--- src/rtl/a_and_b_tester.sv ---
// Self-test driver/checker for a 2-input AND unit with combinational (c1)
// and registered (c2) outputs; drives operand vectors and counts mismatches.
module a_and_b_tester #(
    parameter int unsigned NUM_VEC = 16,
    parameter int unsigned MODE    = 0,
    parameter logic [7:0]  SEED    = 8'hA5,
    parameter int unsigned ERR_W   = 8,
    localparam int unsigned VEC_W  = $clog2(NUM_VEC + 1)
) (
    input  logic             clk,
    input  logic             rst,
    input  logic             pi_start,
    input  logic             pi_c1,
    input  logic             pi_c2,
    output logic             po_a,
    output logic             po_b,
    output logic             po_busy,
    output logic             po_done,
    output logic             po_pass,
    output logic [ERR_W-1:0] po_err_cnt,
    output logic [VEC_W-1:0] po_vec_cnt
);

    localparam int unsigned SUM_W = ERR_W + 1;
    localparam logic [ERR_W-1:0] ERR_MAX = {ERR_W{1'b1}};

    typedef enum logic [1:0] {
        ST_IDLE  = 2'd0,
        ST_RUN   = 2'd1,
        ST_FLUSH = 2'd2,
        ST_DONE  = 2'd3
    } state_t;

    state_t           state_q, state_d;
    logic             a_q, a_d;
    logic             b_q, b_d;
    logic             busy_q, busy_d;
    logic             done_q, done_d;
    logic             pass_q, pass_d;
    logic [ERR_W-1:0] err_q, err_d;
    logic [VEC_W-1:0] vec_q, vec_d;
    logic [7:0]       lfsr_q, lfsr_d;
    logic             exp_q, exp_d;
    logic             exp_vld_q, exp_vld_d;

    logic             c1_fail;
    logic             c2_fail;
    logic [SUM_W-1:0] err_sum;
    logic [ERR_W-1:0] err_sat;

    // Fibonacci LFSR step for x^8+x^6+x^5+x^4+1
    function automatic logic [7:0] lfsr_step(input logic [7:0] l);
        return {l[6:0], l[7] ^ l[5] ^ l[4] ^ l[3]};
    endfunction

    // Operand pair {a,b} for vector index k with the given LFSR state
    function automatic logic [1:0] vec_bits(input logic [VEC_W-1:0] k, input logic [7:0] l);
        logic [1:0] kk;
        kk = 2'(k);
        if (MODE == 1) return {l[0], l[1]};
        return kk;
    endfunction

    // Per-edge check results and saturating error accumulation
    always_comb begin
        c1_fail = (state_q == ST_RUN) && (pi_c1 != (a_q & b_q));
        c2_fail = ((state_q == ST_RUN) || (state_q == ST_FLUSH)) && exp_vld_q
                  && (pi_c2 != exp_q);
        err_sum = {1'b0, err_q} + SUM_W'(c1_fail) + SUM_W'(c2_fail);
        err_sat = (err_sum > SUM_W'(ERR_MAX)) ? ERR_MAX : ERR_W'(err_sum);
    end

    // Next-state and registered-output computation
    always_comb begin
        state_d   = state_q;
        a_d       = a_q;
        b_d       = b_q;
        busy_d    = busy_q;
        done_d    = done_q;
        pass_d    = pass_q;
        err_d     = err_q;
        vec_d     = vec_q;
        lfsr_d    = lfsr_q;
        exp_d     = exp_q;
        exp_vld_d = exp_vld_q;
        case (state_q)
            ST_IDLE, ST_DONE: begin
                if (pi_start) begin
                    state_d    = ST_RUN;
                    err_d      = '0;
                    vec_d      = VEC_W'(1);
                    done_d     = 1'b0;
                    pass_d     = 1'b0;
                    busy_d     = 1'b1;
                    {a_d, b_d} = vec_bits('0, SEED);
                    lfsr_d     = lfsr_step(SEED);
                    exp_vld_d  = 1'b0;
                end
            end
            ST_RUN: begin
                err_d     = err_sat;
                exp_d     = a_q & b_q;
                exp_vld_d = 1'b1;
                if (vec_q < VEC_W'(NUM_VEC)) begin
                    {a_d, b_d} = vec_bits(vec_q, lfsr_q);
                    lfsr_d     = lfsr_step(lfsr_q);
                    vec_d      = vec_q + VEC_W'(1);
                end else begin
                    state_d = ST_FLUSH;
                    a_d     = 1'b0;
                    b_d     = 1'b0;
                end
            end
            ST_FLUSH: begin
                err_d     = err_sat;
                exp_vld_d = 1'b0;
                state_d   = ST_DONE;
                busy_d    = 1'b0;
                done_d    = 1'b1;
                pass_d    = (err_sat == '0);
            end
            default: state_d = ST_IDLE;
        endcase
    end

    // State and output registers with synchronous reset
    always_ff @(posedge clk) begin
        if (rst) begin
            state_q   <= ST_IDLE;
            a_q       <= 1'b0;
            b_q       <= 1'b0;
            busy_q    <= 1'b0;
            done_q    <= 1'b0;
            pass_q    <= 1'b0;
            err_q     <= '0;
            vec_q     <= '0;
            lfsr_q    <= SEED;
            exp_q     <= 1'b0;
            exp_vld_q <= 1'b0;
        end else begin
            state_q   <= state_d;
            a_q       <= a_d;
            b_q       <= b_d;
            busy_q    <= busy_d;
            done_q    <= done_d;
            pass_q    <= pass_d;
            err_q     <= err_d;
            vec_q     <= vec_d;
            lfsr_q    <= lfsr_d;
            exp_q     <= exp_d;
            exp_vld_q <= exp_vld_d;
        end
    end

    assign po_a       = a_q;
    assign po_b       = b_q;
    assign po_busy    = busy_q;
    assign po_done    = done_q;
    assign po_pass    = pass_q;
    assign po_err_cnt = err_q;
    assign po_vec_cnt = vec_q;

endmodule
--- config.mk ---
export PLATFORM = sky130hd
export DESIGN_NAME = a_and_b_tester
export DESIGN_NICKNAME = d
export VERILOG_FILES = /design/src/rtl/a_and_b_tester.sv
export SDC_FILE = /design/constraint.sdc
export NUM_CORES = 1
export LEC_CHECK = 0
export CELL_PAD_IN_SITES_DETAIL_PLACEMENT = 0
export CELL_PAD_IN_SITES_GLOBAL_PLACEMENT = 1
export CORE_AREA = 2 2 59 61
export DETAILED_ROUTE_END_ITERATION = 8
export DIE_AREA = 0 0 61 63
export PLACE_DENSITY_LB_ADDON = 0.1
export SETUP_SLACK_MARGIN = 0.15
export SYNTH_ARGS = -nofsm -noshare
export SYNTH_HDL_FRONTEND = slang
export SYNTH_SLANG_ARGS = --single-unit
--- constraint.sdc ---
create_clock -name clk -period 7.95 [get_ports clk]
set_input_delay 1.59 -clock clk [delete_from_list [all_inputs] [get_ports clk]]
set_output_delay 1.59 -clock clk [all_outputs]
set_load 0.01 [all_outputs]
==> impl_metrics.tcl, run 1 <==
set metrics [dict create \
    synth_compound_area_share_pct 16.9 \
    cts_hold_buf 0 \
    p_leak_nw 0.549 \
    drt-total-wl_mm 2.83 \
    routedWlPerCell_um 13.2 \
    status "completed" \
    setup_viol 0 \
    fin_nets 180 \
    cts_buffer_depth 2 \
    hold_violations 0 \
    port_buffers 22 \
    n_antenna_cell 0 \
    grt_pass1_wl_mm 4.84 \
    slew_headroom_pct 46.4 \
    cts-root-buf "clkbuf_4" \
    synth-adder-area-share_pct 6.67 \
    die_x_um 61 \
    antenna_found_initial 0 \
    syn-instance-count 151 \
    cts_setup_buffers 0 \
    cts.sinks 22 \
    comb_power_share_pct 46.2 \
    path_clk_slew_ps 130 \
    tightestPinTransition_ps 801 \
    die_h_um 63 \
    synthToLayoutAreaGrowth_pct 21.6 \
    cp_max_fo 7 \
    maxCapViolations 0 \
    yosysSeqAreaShare_pct 35.6 \
    drive_gt1_share_pct 4.76 \
    yosysUniqueCellTypes 37 \
    worst_ep_arrival_time_ps 3880 \
    power_density_nw_per_um2 253 \
    crit_type "in2reg" \
    finalPower_w 0.000380 \
    start_kind "input pin" \
    cts_tree "yes" \
    track_usage_pct 16.3 \
    synth_area_um2 1240 \
    start_util_pct 38.3 \
    clk_latency_ps 310 \
    layout_min_cycle_time_ps 3710 \
    clock_power_share_pct 16.5 \
    synth_xor_area_share_pct 4.95 \
    syn-num-nets 162 \
    p_switching_w 0.000147 \
    synth-simple-area-share_pct 26.8 \
    syn_area_per_cell_um2 8.19 \
    fmax_mhz 270 \
    wl_met3_um 116 \
    drtIter0Drc 68 \
    required_ps 8130 \
    design.die.area_um2 3840 \
    ys_ff_latch 22 \
    ant_nets 0 \
    cts.repair.resized 0 \
    fin_tns_setup_ps 0 \
    fp.coreArea_um2 3230 \
    rsz0062_at_grt "false" \
    topRoutingLayerUsed "met4" \
    grt_pass1_vias 1093 \
    route.detailed.drc 0 \
    m1WireLength_mm 1.33 \
    post_drt_via_cell_ratio 5.32 \
    yosysWarnings 0 \
    dp_hpwl_mm 2.05 \
    synth_mux_area_share_pct 4.15 \
    swShare_pct 38.7 \
    dr.pass1.iters 5 \
    grt_max_degree 25 \
    placementRows 21 \
    hp-class "reg2reg" \
    drv_slew 0 \
    peakVddDrop_mv 0.159 \
    synth_top_family_by_area "simple AND/OR/NAND/NOR gates" \
    numCtsBuffers 3 \
    power.internal_w 0.000233 \
    cts_max_level 1 \
    fill_cells 340 \
    gp_congestion 0.862 \
    cp-end-kind "register" \
    placed_cells 210 \
    pwr-share-seq_pct 37.2 \
    fin_skew_ps 2.66 \
    grt-ovfl-total 0 \
    final_cells 214 \
    fin_crit_sh_pct 46.6 \
    num_vias 1139 \
    num_io_pins 23 \
    dr_wl_met2_mm 1.31 \
]
[registers in the layout, indices dropped and copies added (netlist names)]
signal,count
exp_q,1
exp_vld_q,1
po_a,1
po_b,1
po_busy,1
po_done,1
po_err_cnt,8
po_pass,1
po_vec_cnt,5
state_q,2
[logic make-up after synthesis]
group,count (synthesis)
compound gates,35
flops,22
fa+ha+maj,6
buf+inv,13
xor+xnor,7
mux,5
simple gates,63
[cells in the mapped netlist]
master    count  area, um^2
nor2b_1       3        18.8
nor3_1        3        15.0
mux2i_1       4        40.0
buf_2         3        15.0
a21boi_0      1        7.51
mux2_2        1        11.3
xnor2_1       4        35.0
nand4_1       1        6.26
xor2_1        3        26.3
nand3_1       9        45.0
nand2_1      13        48.8
clkbuf_1      3        11.3
clkbuf_2      1        5.00
a31oi_1       3        18.8
o21ai_0       8        40.0
nor3b_2       1        12.5
or2b_4        1        11.3
a31o_1        1        8.76
nor4_1        2        12.5
ha_1          5        62.6
fa_1          1        20.0
and3_1        2        12.5
inv_1         4        15.0
a211o_1       1        8.76
nor2_1       16        60.1
and3b_1       1        8.76
o211a_1       1        10.0
dfxtp_1      22         440
nand2b_1      5        31.3
o21bai_1      4        30.0
nand3b_1      2        15.0
or4b_1        2        20.0
buf_4         2        15.0
a21oi_1      14        70.1
a211oi_1      2        15.0
nor3b_1       1        7.51
nand2_2       1        6.26
[layout by cell type, fill, tap and decap left out, types with 2 or more instances in the layout]
master           synthesis  layout
a211oi_1                 2       2
nor2_1                  16      16
nor4_1                   2       2
xor2_1                   3       3
dfxtp_1                 22      22
nand3b_1                 2       2
nor3_1                   3       3
nand3_1                  9       9
a31oi_1                  3       3
clkdlybuf4s50_1          0      22
xnor2_1                  4       4
nor2b_1                  3       3
mux2i_1                  4       4
nand2b_1                 5       5
or4b_1                   2       2
inv_1                    4       4
o21bai_1                 4       4
o21ai_0                  8       8
a21oi_1                 14      14
nand2_1                 13      13
and3_1                   2       2
ha_1                     5       5
clkbuf_4                 0       3
[critical path: stages]
cell	delay, ps
clkdlybuf4s50_1	470
xor2_1	140
nand3b_1	110
fa_1	430
inv_1	70
ha_1	270
nand4_1	230
nor3b_2	290
mux2i_1	220
nor3b_1	60
[worst paths after layout]
check	startpoint	endpoint	slack, ps	cells past startpoint
worst min-delay path	exp_vld_q	exp_vld_q	480	2
worst min register to register	exp_vld_q	exp_vld_q	480	2
worst max register to register	state_q[0]	po_err_cnt[6]	4880	10
worst max-delay path	pi_c2	po_err_cnt[6]	4240	10
[metal layers]
metal / vias to the layer above / track usage (%)
li1: 560 / -
met1: 530 / 21.1
met2: 41 / 25.9
met3: 8 / 4.35
met4: 0 / 5.16
met5: - / 0
[final cells by class]
type                            instances  area [um^2]  share of cell area (%)
Clock buffer                            4         36.3                    2.41
Multi-Input combinational cell        116          736                    48.9
Sequential cell                        22          440                    29.3
Timing Repair Buffer                   22          220                    14.6
Inverter                                4         15.0                   0.998
Tap cell                               46         57.6                    3.82
[stage by stage]
step	hold slack [ps]	utilization, %	area (um^2)	worst slack [ps]
3_5_place_dp	465	45.5	1470	3900
3_3_place_gp	465	45.5	1470	3910
4_1_cts	483	46.6	1510	4230
5_1_grt	501	46.6	1510	3990
2_1_floorplan	436	-	1240	4510
6_report	477	46.6	1510	4240
[power by group through the flow]
stage | clock network, W | registers [W] | logic [W]
2_1_floorplan | 0 | 0.000147 | 0.000122
3_3_place_gp | 0 | 0.000144 | 0.000175
3_5_place_dp | 0 | 0.000145 | 0.000175
4_1_cts | 0.0000655 | 0.000142 | 0.000176
5_1_grt | 0.0000693 | 0.000146 | 0.000196
6_report | 0.0000628 | 0.000142 | 0.000176
No activity file was read; power rests on OpenSTA's default activity.
==> inputs of run 2 (changes only) <==
CORE_AREA = 2 2 61 63   (was 2 2 59 61)
DIE_AREA = 0 0 63 65   (was 0 0 61 63)
clock period = 3.5 ns   (was 7.95 ns; I/O delays follow)
==> impl_metrics.tcl, run 2 (synthesized netlist as in run 1, its figures left out) <==
set metrics [dict create \
    die_h_um 65 \
    peakVddDrop_mv 0.296 \
    ant_nets 0 \
    track_usage_pct 16.4 \
    crit_slowest_cell "or4b_1" \
    fin_crit_sh_pct 80.3 \
    maxCapViolations 0 \
    start_kind "input pin" \
    routedWlPerCell_um 13.2 \
    worst_ep_arrival_time_ps 3080 \
    drv_slew 0 \
    fmax_mhz 356 \
    cp-end-kind "register" \
    clk_latency_ps 310 \
    cts.sinks 22 \
    cts_hold_buf 0 \
    drt-total-wl_mm 2.91 \
    cp_max_fo 3 \
    grt_pass1_vias 1119 \
    placementRows 22 \
    hp-class "reg2reg" \
    required_ps 3770 \
    hold_violations 0 \
    max_stage_delay_ps 500 \
    cp.depth 9 \
    path_buf_inv 2 \
    most-common-layout-cells "22 x dfxtp_1, 22 x clkdlybuf4s50_1, 16 x nor2_1" \
    antenna_found_initial 0 \
    grt_pass1_wl_mm 5.32 \
    grt_max_degree 24 \
    design.die.area_um2 4100 \
    n_antenna_cell 0 \
    cts_setup_buffers 0 \
    rsz0062_at_grt "false" \
    synthToLayoutAreaGrowth_pct 24.3 \
    drtIter0Drc 68 \
    cts_max_level 1 \
    fin_nets 184 \
    cts.repair.resized 0 \
    port_buffers 22 \
    cts_buffer_depth 2 \
    critical-path-top-delay-family "simple AND/OR/NAND/NOR gates" \
    cts_tree "yes" \
    grt-ovfl-total 0 \
    rr_worst_depth 9 \
    numCtsBuffers 3 \
    crit_type "in2reg" \
    hold_path_depth 2 \
    fill_cells 402 \
    post_drt_via_cell_ratio 5.10 \
    fin_skew_ps 11.2 \
    num_vias 1122 \
    path_clk_slew_ps 130 \
    fin_area_um2 1540 \
    p_leak_nw 0.569 \
    num_io_pins 23 \
    tightestPinTransition_ps 515 \
    dr.pass1.iters 4 \
    fin_tns_setup_ps 0 \
    dp_hpwl_mm 2.13 \
    placed_area_um2 1500 \
    cts-root-buf "clkbuf_4" \
    path_cells "clkdlybuf4s50_1 -> xor2_1 -> nand3b_1 -> fa_1 -> inv_1 -> ha_1 -> or4b_1 -> nor4_1 -> a31o_1" \
    largest_reg_flops 8 \
    route.detailed.drc 0 \
    drive_gt1_share_pct 6.98 \
    fin_util_pct 44.0 \
    die_x_um 63 \
    status "completed" \
    fp.coreArea_um2 3500 \
    setup_viol 0 \
    layout_min_cycle_time_ps 2810 \
    power_density_nw_per_um2 568 \
    start_util_pct 35.4 \
    slew_headroom_pct 65.6 \
    gp_congestion 0.821 \
]
## run 2: cell count changes in the layout (fill, tap and decap cells not counted), sizes merged
cell,delta
buf,+4
## run 2: worst paths after layout
path / startpoint / endpoint / slack, ps
max: pi_c2 / po_pass / 690
min: exp_vld_q / exp_vld_q / 480
max reg2reg: state_q[0] / po_pass / 820
min reg2reg: exp_vld_q / exp_vld_q / 480
## run 2: cell type report
type                    instances  area, um^2  share of cell area [%]
clock buffers                   4        36.3                    2.36
repair buffers                 26         250                    16.3
inverters                       4        15.0                   0.976
multi-input cells             116         736                    47.8
well taps                      48        60.1                    3.91
flip-flops and latches         22         440                    28.6
## run 2: per-layer routing
| layer | track usage [%] | part of all wire, % |
|---|---|---|
| met2 | 26.6 | 47 |
| met3 | 2.26 | 2.7 |
| met4 | 8.06 | 1.8 |
| met5 | 0 | 0 |
| met1 | 21.5 | 49 |
## run 2: where the power goes
group | switching [W] | total (W) | internal, W
Sequential | 0.0000319 | 0.000321 | 0.000289
Clock | 0.0000797 | 0.000143 | 0.0000635
Combinational | 0.000222 | 0.000409 | 0.000187
Total | 0.000334 | 0.000873 | 0.000540
## run 2: worst min-delay path, stage by stage (launching register included)
cell	delay, ps
dfxtp_1	330
nand2_1	60
a21oi_1	50
## run 2: metrics by stage
step           instances  total power (W)  setup slack [ps]  hold slack (ps)
2_1_floorplan        151         0.000610               779              436
3_3_place_gp         216         0.000744               391              457
3_5_place_dp         216         0.000743               333              458
4_1_cts              220         0.000890               668              476
5_1_grt              220         0.000970               544              512
6_report             220         0.000873               688              475
==> inputs of run 3 (changes only) <==
clock period = 2.8 ns   (was 3.5 ns; I/O delays follow)
==> impl_metrics.tcl, run 3 (synthesized netlist as in run 1, its figures left out) <==
set metrics [dict create \
    layout_min_cycle_time_ps 2500 \
    power_density_nw_per_um2 697 \
    dr.pass1.iters 4 \
    wl_met3_um 81 \
    status "completed" \
    cts_hold_buf 0 \
    route.detailed.drc 0 \
    design.die.area_um2 4100 \
    ant_nets 0 \
    grt_pass1_vias 1095 \
    fin_skew_ps 6.70 \
    hold_path_depth 2 \
    fmax_mhz 400 \
    post_drt_via_cell_ratio 4.97 \
    gp_congestion 0.849 \
    drv_slew 0 \
    start_kind "register" \
    crit_start "state_q[0]" \
    routedWlPerCell_um 12.8 \
    grt_max_degree 24 \
    drive_gt1_share_pct 11.3 \
    dp_slack_ps -226 \
    rsz0062_at_grt "false" \
    worst_ep_arrival_time_ps 2780 \
    cts_tree "yes" \
    maxCapViolations 0 \
    peakVddDrop_mv 0.294 \
    numCtsBuffers 3 \
    setup_viol 0 \
    cts_max_level 1 \
    dr_wl_met2_mm 1.43 \
    cts_buffer_depth 2 \
    required_ps 3080 \
    tightestPinTransition_ps 459 \
    drt-total-wl_mm 2.87 \
    hold_violations 0 \
    die_h_um 65 \
    n_antenna_cell 0 \
    final_cells 225 \
    num_vias 1118 \
    fin_nets 189 \
    grt-ovfl-total 0 \
    port_buffers 22 \
    track_usage_pct 15.4 \
    r2r_end "po_pass" \
    start_util_pct 35.4 \
    drtIter0Drc 74 \
    antenna_found_initial 0 \
    placed_cells 220 \
    clk_latency_ps 320 \
    die_x_um 63 \
    fp.coreArea_um2 3500 \
    dp_hpwl_mm 2.16 \
    rr_worst_depth 9 \
    crit_type "reg2reg" \
    fin_crit_sh_pct 89.3 \
    slew_headroom_pct 69.3 \
    p_leak_nw 0.601 \
    synthToLayoutAreaGrowth_pct 29.2 \
    grt_pass1_wl_mm 4.97 \
    fin_tns_setup_ps 0 \
    min_to "exp_vld_q" \
    cts-root-buf "clkbuf_4" \
    largest_reg_flops 8 \
    hp-class "reg2reg" \
    placementRows 22 \
    setup_slack_ps 300 \
    most-common-layout-cells "22 x dfxtp_1, 21 x clkdlybuf4s50_1, 16 x nor2_1" \
    topRoutingLayerUsed "met4" \
    hold_start "exp_vld_q" \
    timing.rr.start "state_q[0]" \
    r2r_slack_ps 300 \
    cp-end-kind "register" \
    cp_max_fo 4 \
    num_io_pins 23 \
    m1WireLength_mm 1.31 \
    path_clk_slew_ps 130 \
    final_common_cell "dfxtp_1" \
    cts.sinks 22 \
]
run 3: cell count changes in the layout (fill, tap and decap cells not counted):
cell             change
buf_4                +5
clkdlybuf4s50_1      -1
dlymetal6s2s_1       +1
fa_1                 -1
fa_2                 +1
ha_1                 -1
ha_4                 +1
nor4_1               -1
nor4_2               +1
run 3: worst max-delay path by stage:
stage	end	slack (ps)	cells after the start
floorplan	po_pass	190	10
global placement	po_pass	-170	9
detailed placement	po_pass	-230	9
CTS	po_pass	160	9
global route	po_pass	170	9
finish	po_pass	300	9
run 3: metrics by stage:
| step | area (um^2) | utilization (%) | power [W] | hold WS [ps] |
|---|---|---|---|---|
| 2_1_floorplan | 1260 | - | 0.000801 | 436 |
| 3_3_place_gp | 1540 | 44.2 | 0.000938 | 472 |
| 3_5_place_dp | 1540 | 44.2 | 0.000944 | 467 |
| 4_1_cts | 1580 | 45.3 | 0.00113 | 485 |
| 5_1_grt | 1600 | 45.7 | 0.00121 | 496 |
| 6_report | 1600 | 45.7 | 0.00111 | 482 |
run 3: layout make-up:
cell class                      count  area, um^2
Sequential cell                    22         440
Timing Repair Buffer               31         290
Inverter                            4        15.0
Fill cell                         373        1900
Tap cell                           48        60.1
Clock buffer                        4        36.3
Multi-Input combinational cell    116         757
run 3: power breakdown:
group / internal [W] / total (W) / leakage, nW / switching, W
logic: 0.000248 / 0.000529 / 0.401 / 0.000280
clock network: 0.0000796 / 0.000182 / 0.0210 / 0.000102
registers: 0.000362 / 0.000404 / 0.179 / 0.0000421
total: 0.000690 / 0.00111 / 0.601 / 0.000424
run 3: repair_timing:
item	CTS	global route
endpoints found under the setup margin	1	1
buffers inserted	0	1
gates cloned	0	0
pin swaps	3	6
resized for setup	1	2
run 3: worst max-delay path: stages, from the launching register on:
cell	delay [ps]
dfxtp_1	400
inv_1	90
ha_4	240
nand3b_1	190
fa_2	380
inv_1	60
ha_1	230
or4b_1	480
nor4_2	230
a31o_1	160
run 3: metal layers:
metal	vias up	global-route usage, %
met5	-	0
met4	0	6.67
met3	5	2.43
met2	17	28.2
li1	579	-
met1	517	17.7
==> patch 1 (flow settings as in run 3) <==
`ERR_W`: 8 -> 6.
--- a/src/rtl/a_and_b_tester.sv
+++ b/src/rtl/a_and_b_tester.sv
@@ -6,3 +6,3 @@
     parameter logic [7:0]  SEED    = 8'hA5,
-    parameter int unsigned ERR_W   = 8,
+    parameter int unsigned ERR_W   = 6,
     localparam int unsigned VEC_W  = $clog2(NUM_VEC + 1)
Interface: changed (resized po_err_cnt); port bits go from 23 to 21. The function was not compared with the original's and may differ.
==> patch 1 against run 3 <==
Fmax shrank 1.7%. Utilization fell by 5.8 points. Cell area fell by 13%. Setup slack got worse by 0.042 ns. Clock skew down 0.0042 ns. Hold slack lost 0.010 ns. Routed wire length down 13%. Synthesized cell count fell by 15%. Total power grew 5.7%. Sequential cell count down 2. Area after synthesis fell by 12%. Global-route usage down 1.9 points.
==> patch 1: results (changes against run 3) <==
| Metric | Value |
|---|---|
| Outcome | `finished, final reports clean (unchanged)` |
| Drt total wl | `2.498 mm (was 2.871 mm)` |
| Via-per-instance ratio | `4.775 (was 4.969)` |
| Synthesized Nets | `139 (was 162)` |
| GRT Overall Usage | `13.50% (was 15.41%)` |
| Clock tree buffer depth | `2 (unchanged)` |
| Worst-path clk slew | `0.11 ns (was 0.13 ns)` |
| Slowest stage delay, CP | `0.51 ns (was 0.48 ns)` |
| CP max-delay cell | `or4b_4 (was or4b_1)` |
| Initial DRC Count | `92 (was 74)` |
| Pre-CTS setup slack | `-0.1521 ns (was -0.2256 ns)` |
| Final GP Congestion | `0.7642 (was 0.8490)` |
| Pleak | `0.5217 nW (was 0.6012 nW)` |
| Setup Skew | `0.002467 ns (was 0.006699 ns)` |
| Max_slew headroom | `78.82% (was 69.32%)` |
| Vias in the first global route | `900 (was 1095)` |
| Netlist cell types | `42 (was 37)` |
| Worst IR Drop VDD | `0.0002702 V (was 0.0002939 V)` |
| Fin nets | `165 (was 189)` |
| Layout cells sized above 1 | `11.18% (was 11.30%)` |
| Post-synthesis compound-gate area fraction | `16.46% (was 16.89%)` |
| Largest net degree at the start of global routing | `18 (was 24)` |
| Post-synthesis mux area share | `1.956% (was 4.146%)` |
| Detailed placement HPWL | `1.831 mm (was 2.163 mm)` |
| Worst-Skew Late Latency | `0.29 ns (was 0.32 ns)` |
| Post-synthesis xor/xnor area fraction | `4.028% (was 4.954%)` |
| Post-Synth Adder-Cell Area | `7.595% (was 6.673%)` |
| Sequential share of the synthesized area | `36.82% (was 35.59%)` |
| First-pass GRT wire length | `4.326 mm (was 4.968 mm)` |
| Synth top cells by count | `dfxtp_1 (20), nor2_1 (14), nand2_1 (12) (was dfxtp_1 (22), nor2_1 (16), a21oi_1 (14))` |
| Largest register FFs | `6 (was 8)` |
| IO Port Bufs | `20 (was 22)` |
| Crit Path Max Fanout | `2 (was 4)` |
-- patch 1: final cells by class --
cell class | instances | area [µm²]
tap | 48 | 60.06
clock buffer | 3 | 22.52
fill | 377 | 2098
inverter | 8 | 30.03
sequential | 20 | 400.4
multi-input combinational | 95 | 639.4
timing repair buffer | 26 | 245.2
-- patch 1: final timing paths --
path / start / endpoint / slack [ns] / cells after the start
setup reg to reg: state_q[0] / po_pass / 0.35 / 10
hold / removal: exp_vld_q / exp_vld_q / 0.47 / 2
hold reg to reg: exp_vld_q / exp_vld_q / 0.47 / 2
setup / recovery: pi_c2 / po_pass / 0.26 / 10
-- patch 1: worst max-delay path: cells and delay by family --
family	cells	cell delay [ns]
compound gates	2	0.21
fa+ha+maj	2	0.58
xor+xnor	1	0.14
buf+inv	2	0.53
simple gates	3	0.75
-- patch 1: cells by family (layout without fill, tap and decap cells) --
kind of cell | count (synthesis) | in the layout
DFF | 20 | 20
buffers and inverters | 13 | 37
adders and majority gates | 6 | 6
xor gates and xnor gates | 5 | 5
and+or+nand+nor | 54 | 54
muxes | 2 | 2
AOI/OAI and AO/OA | 28 | 28
-- patch 1: repair_timing --
action | 4_1_cts | 5_1_grt
hold buffers | 0 | 0
gates resized for setup | 0 | 1
endpoints found under the setup margin | 0 | 1
setup buffers | 0 | 1
-- patch 1: routing by layer --
layer	vias to the layer above	share of wire [%]	GRT usage, %	wire, µm
li1	497	-	-	-
met1	444	49	17.50	1231
met2	12	48	21.81	1192
met3	2	2.2	2.257	54
met4	0	0.80	6.389	20
met5	-	0	0	0
-- patch 1: where the power goes --
group          internal [W]  switching [W]
clock             0.0000501      0.0000864
sequential         0.000342      0.0000577
combinational      0.000290       0.000351
-- patch 1: metrics by stage --
stage	area (µm²)	power, W	std cells	hold WS (ns)	TNS, ns
after floorplan	1100	0.0008427	128	0.4319	0
after global placement	1365	0.001053	196	0.4548	-0.1117
after detailed placement	1365	0.001050	196	0.4625	-0.1521
after CTS	1388	0.001194	199	0.4777	0
after global routing	1398	0.001292	200	0.5089	0
final	1398	0.001178	200	0.4711	0
==> patch 2 (config.mk and constraints of run 3) <==
Without the edit above. Re-encode `state_t` (4 states) as one-hot, 4 bits wide.
--- a/src/rtl/a_and_b_tester.sv
+++ b/src/rtl/a_and_b_tester.sv
@@ -26,7 +26,7 @@
 
-    typedef enum logic [1:0] {
-        ST_IDLE  = 2'd0,
-        ST_RUN   = 2'd1,
-        ST_FLUSH = 2'd2,
-        ST_DONE  = 2'd3
+    typedef enum logic [3:0] {
+        ST_IDLE  = 4'b0001,
+        ST_RUN   = 4'b0010,
+        ST_FLUSH = 4'b0100,
+        ST_DONE  = 4'b1000
     } state_t;
Check against the original RTL: no difference found for any inputs over 10 cycles, from zero or initial values and one cycle with rst high; not proved beyond that.
==> patch 2 against run 3 <==
Via count increased by 8.2%. Area after synthesis increased by 4.3%. Fmax increased by 1.9%. Cell area increased by 1.9%. Setup slack improved by 0.046 ns. Sequential cell count increased by 2. Routed wire length increased by 6.9%. Highest routed layer unchanged.
Power is not compared: it rests on default switching activity, and its combinational part moved more than twofold at a synthesized area within 25%.
==> patch 2: results (changes against run 3) <==
| Metric | Value |
|---|---|
| Initial DRC Count | `76 (was 74)` |
| Crit Path Max Fanout | `6 (was 4)` |
| Detailed placement HPWL | `2.204 mm (was 2.163 mm)` |
| Crit path DAT | `2.69 ns (was 2.78 ns)` |
| Area contributors post-synth | `dfxtp_1 (37%), nand3_1 (3.5%), o21ai_0 (3.5%) (was dfxtp_1 (36%), a21oi_1 (5.7%), ha_1 (5.1%))` |
| Grt met3 use | `3.472% (was 2.431%)` |
| Met1 Use GR | `23.42% (was 17.68%)` |
| Fin nets | `185 (was 189)` |
| First-pass GRT wire length | `5.368 mm (was 4.968 mm)` |
| Setup Skew | `0.002306 ns (was 0.006699 ns)` |
| Synthesized Nets | `158 (was 162)` |
| Largest net degree at the start of global routing | `15 (was 24)` |
| Min-delay worst type | `reg2reg (unchanged)` |
| Layout cells sized above 1 | `12.00% (was 11.30%)` |
| Post-Route M1 WL | `1.616 mm (was 1.313 mm)` |
| Netlist cell types | `45 (was 37)` |
| Dpl cell area | `1594 µm² (was 1544 µm²)` |
| Via-per-instance ratio | `5.426 (was 4.969)` |
| Yosys warnings | `0 (unchanged)` |
| Final GP Congestion | `0.7836 (was 0.8490)` |
| Fillers | `379 (was 373)` |
| Outcome | `finished, final reports clean (unchanged)` |
| Met2 WL | `1.284 mm (was 1.428 mm)` |
| Sequential share of the synthesized area | `37.21% (was 35.59%)` |
| Synth top cells by count | `dfxtp_1 (24), nand2_1 (10) (was dfxtp_1 (22), nor2_1 (16), a21oi_1 (14))` |
| # diodes | `0 (unchanged)` |
| Avg WL per Cell | `13.77 µm (was 12.76 µm)` |
| Vias in the first global route | `1142 (was 1095)` |
| GRT Overall Usage | `16.29% (was 15.41%)` |
| Max_slew headroom | `70.89% (was 69.32%)` |
| CP max-delay cell | `clkdlybuf4s50_1 (was or4b_1)` |
| WL met3 | `130 µm (was 81 µm)` |
| GRT met2 Usage | `23.54% (was 28.19%)` |
==> patch 2: cell types whose count changed after synthesis, sizes merged, moves of 4 or more <==
cell | run 3 | this run
nand2 | 14 | 10
nor2 | 16 | 10
mux2i | 4 | 0
o21bai | 4 | 0
inv | 4 | 9
a21oi | 14 | 8
==> patch 2: worst register-to-register path, stage by stage, from the launching register on <==
cell and delay, ns:
dfxtp_2 0.47, xnor2_1 0.13, nor3_4 0.16, nand3_1 0.14, fa_2 0.38, inv_1 0.06
ha_1 0.15, nand3_1 0.15, nor3_4 0.30, o21ai_0 0.11, a221oi_1 0.23
==> patch 2: what timing repair did <==
action,CTS,global route
buffers inserted,0,0
gates resized for setup,0,4
endpoints found under the setup margin,0,8
==> patch 2: area by class of cell <==
class	instances	area (µm²)	share of cell area, %
Tap cell	48	60.06	3.687
Inverter	9	33.78	2.074
Sequential cell	24	481.7	29.57
Multi-Input combinational cell	108	743.2	45.62
Timing Repair Buffer	31	287.8	17.67
Clock buffer	3	22.52	1.382
==> patch 2: stage by stage <==
step	power [W]	instances	setup slack, ns
floorplan	0.0004088	150	0.2208
global placement	0.0004349	220	0.0001699
detailed placement	0.0004350	220	-0.08772
CTS	0.0005916	223	0.2237
global route	0.0006170	223	0.1417
finish	0.0005872	223	0.3467
==> patch 2: path summary, 6_finish.rpt <==
check | from | cells past startpoint | slack (ns) | endpoint
setup / recovery | pi_c2 | 10 | 0.35 | po_err_cnt[2]
hold / removal | exp_q | 2 | 0.49 | exp_q
setup reg to reg | state_q[1] | 10 | 0.44 | po_err_cnt[2]
hold reg to reg | exp_q | 2 | 0.49 | exp_q
==> patch 2: kinds of logic after synthesis <==
logic type	synth area share, %
and+or+nand+nor	26.55
buffers and inverters	6.492
DFF	37.21
adders and majority gates	3.488
xor gates and xnor gates	4.748
AOI/OAI and AO/OA	21.51
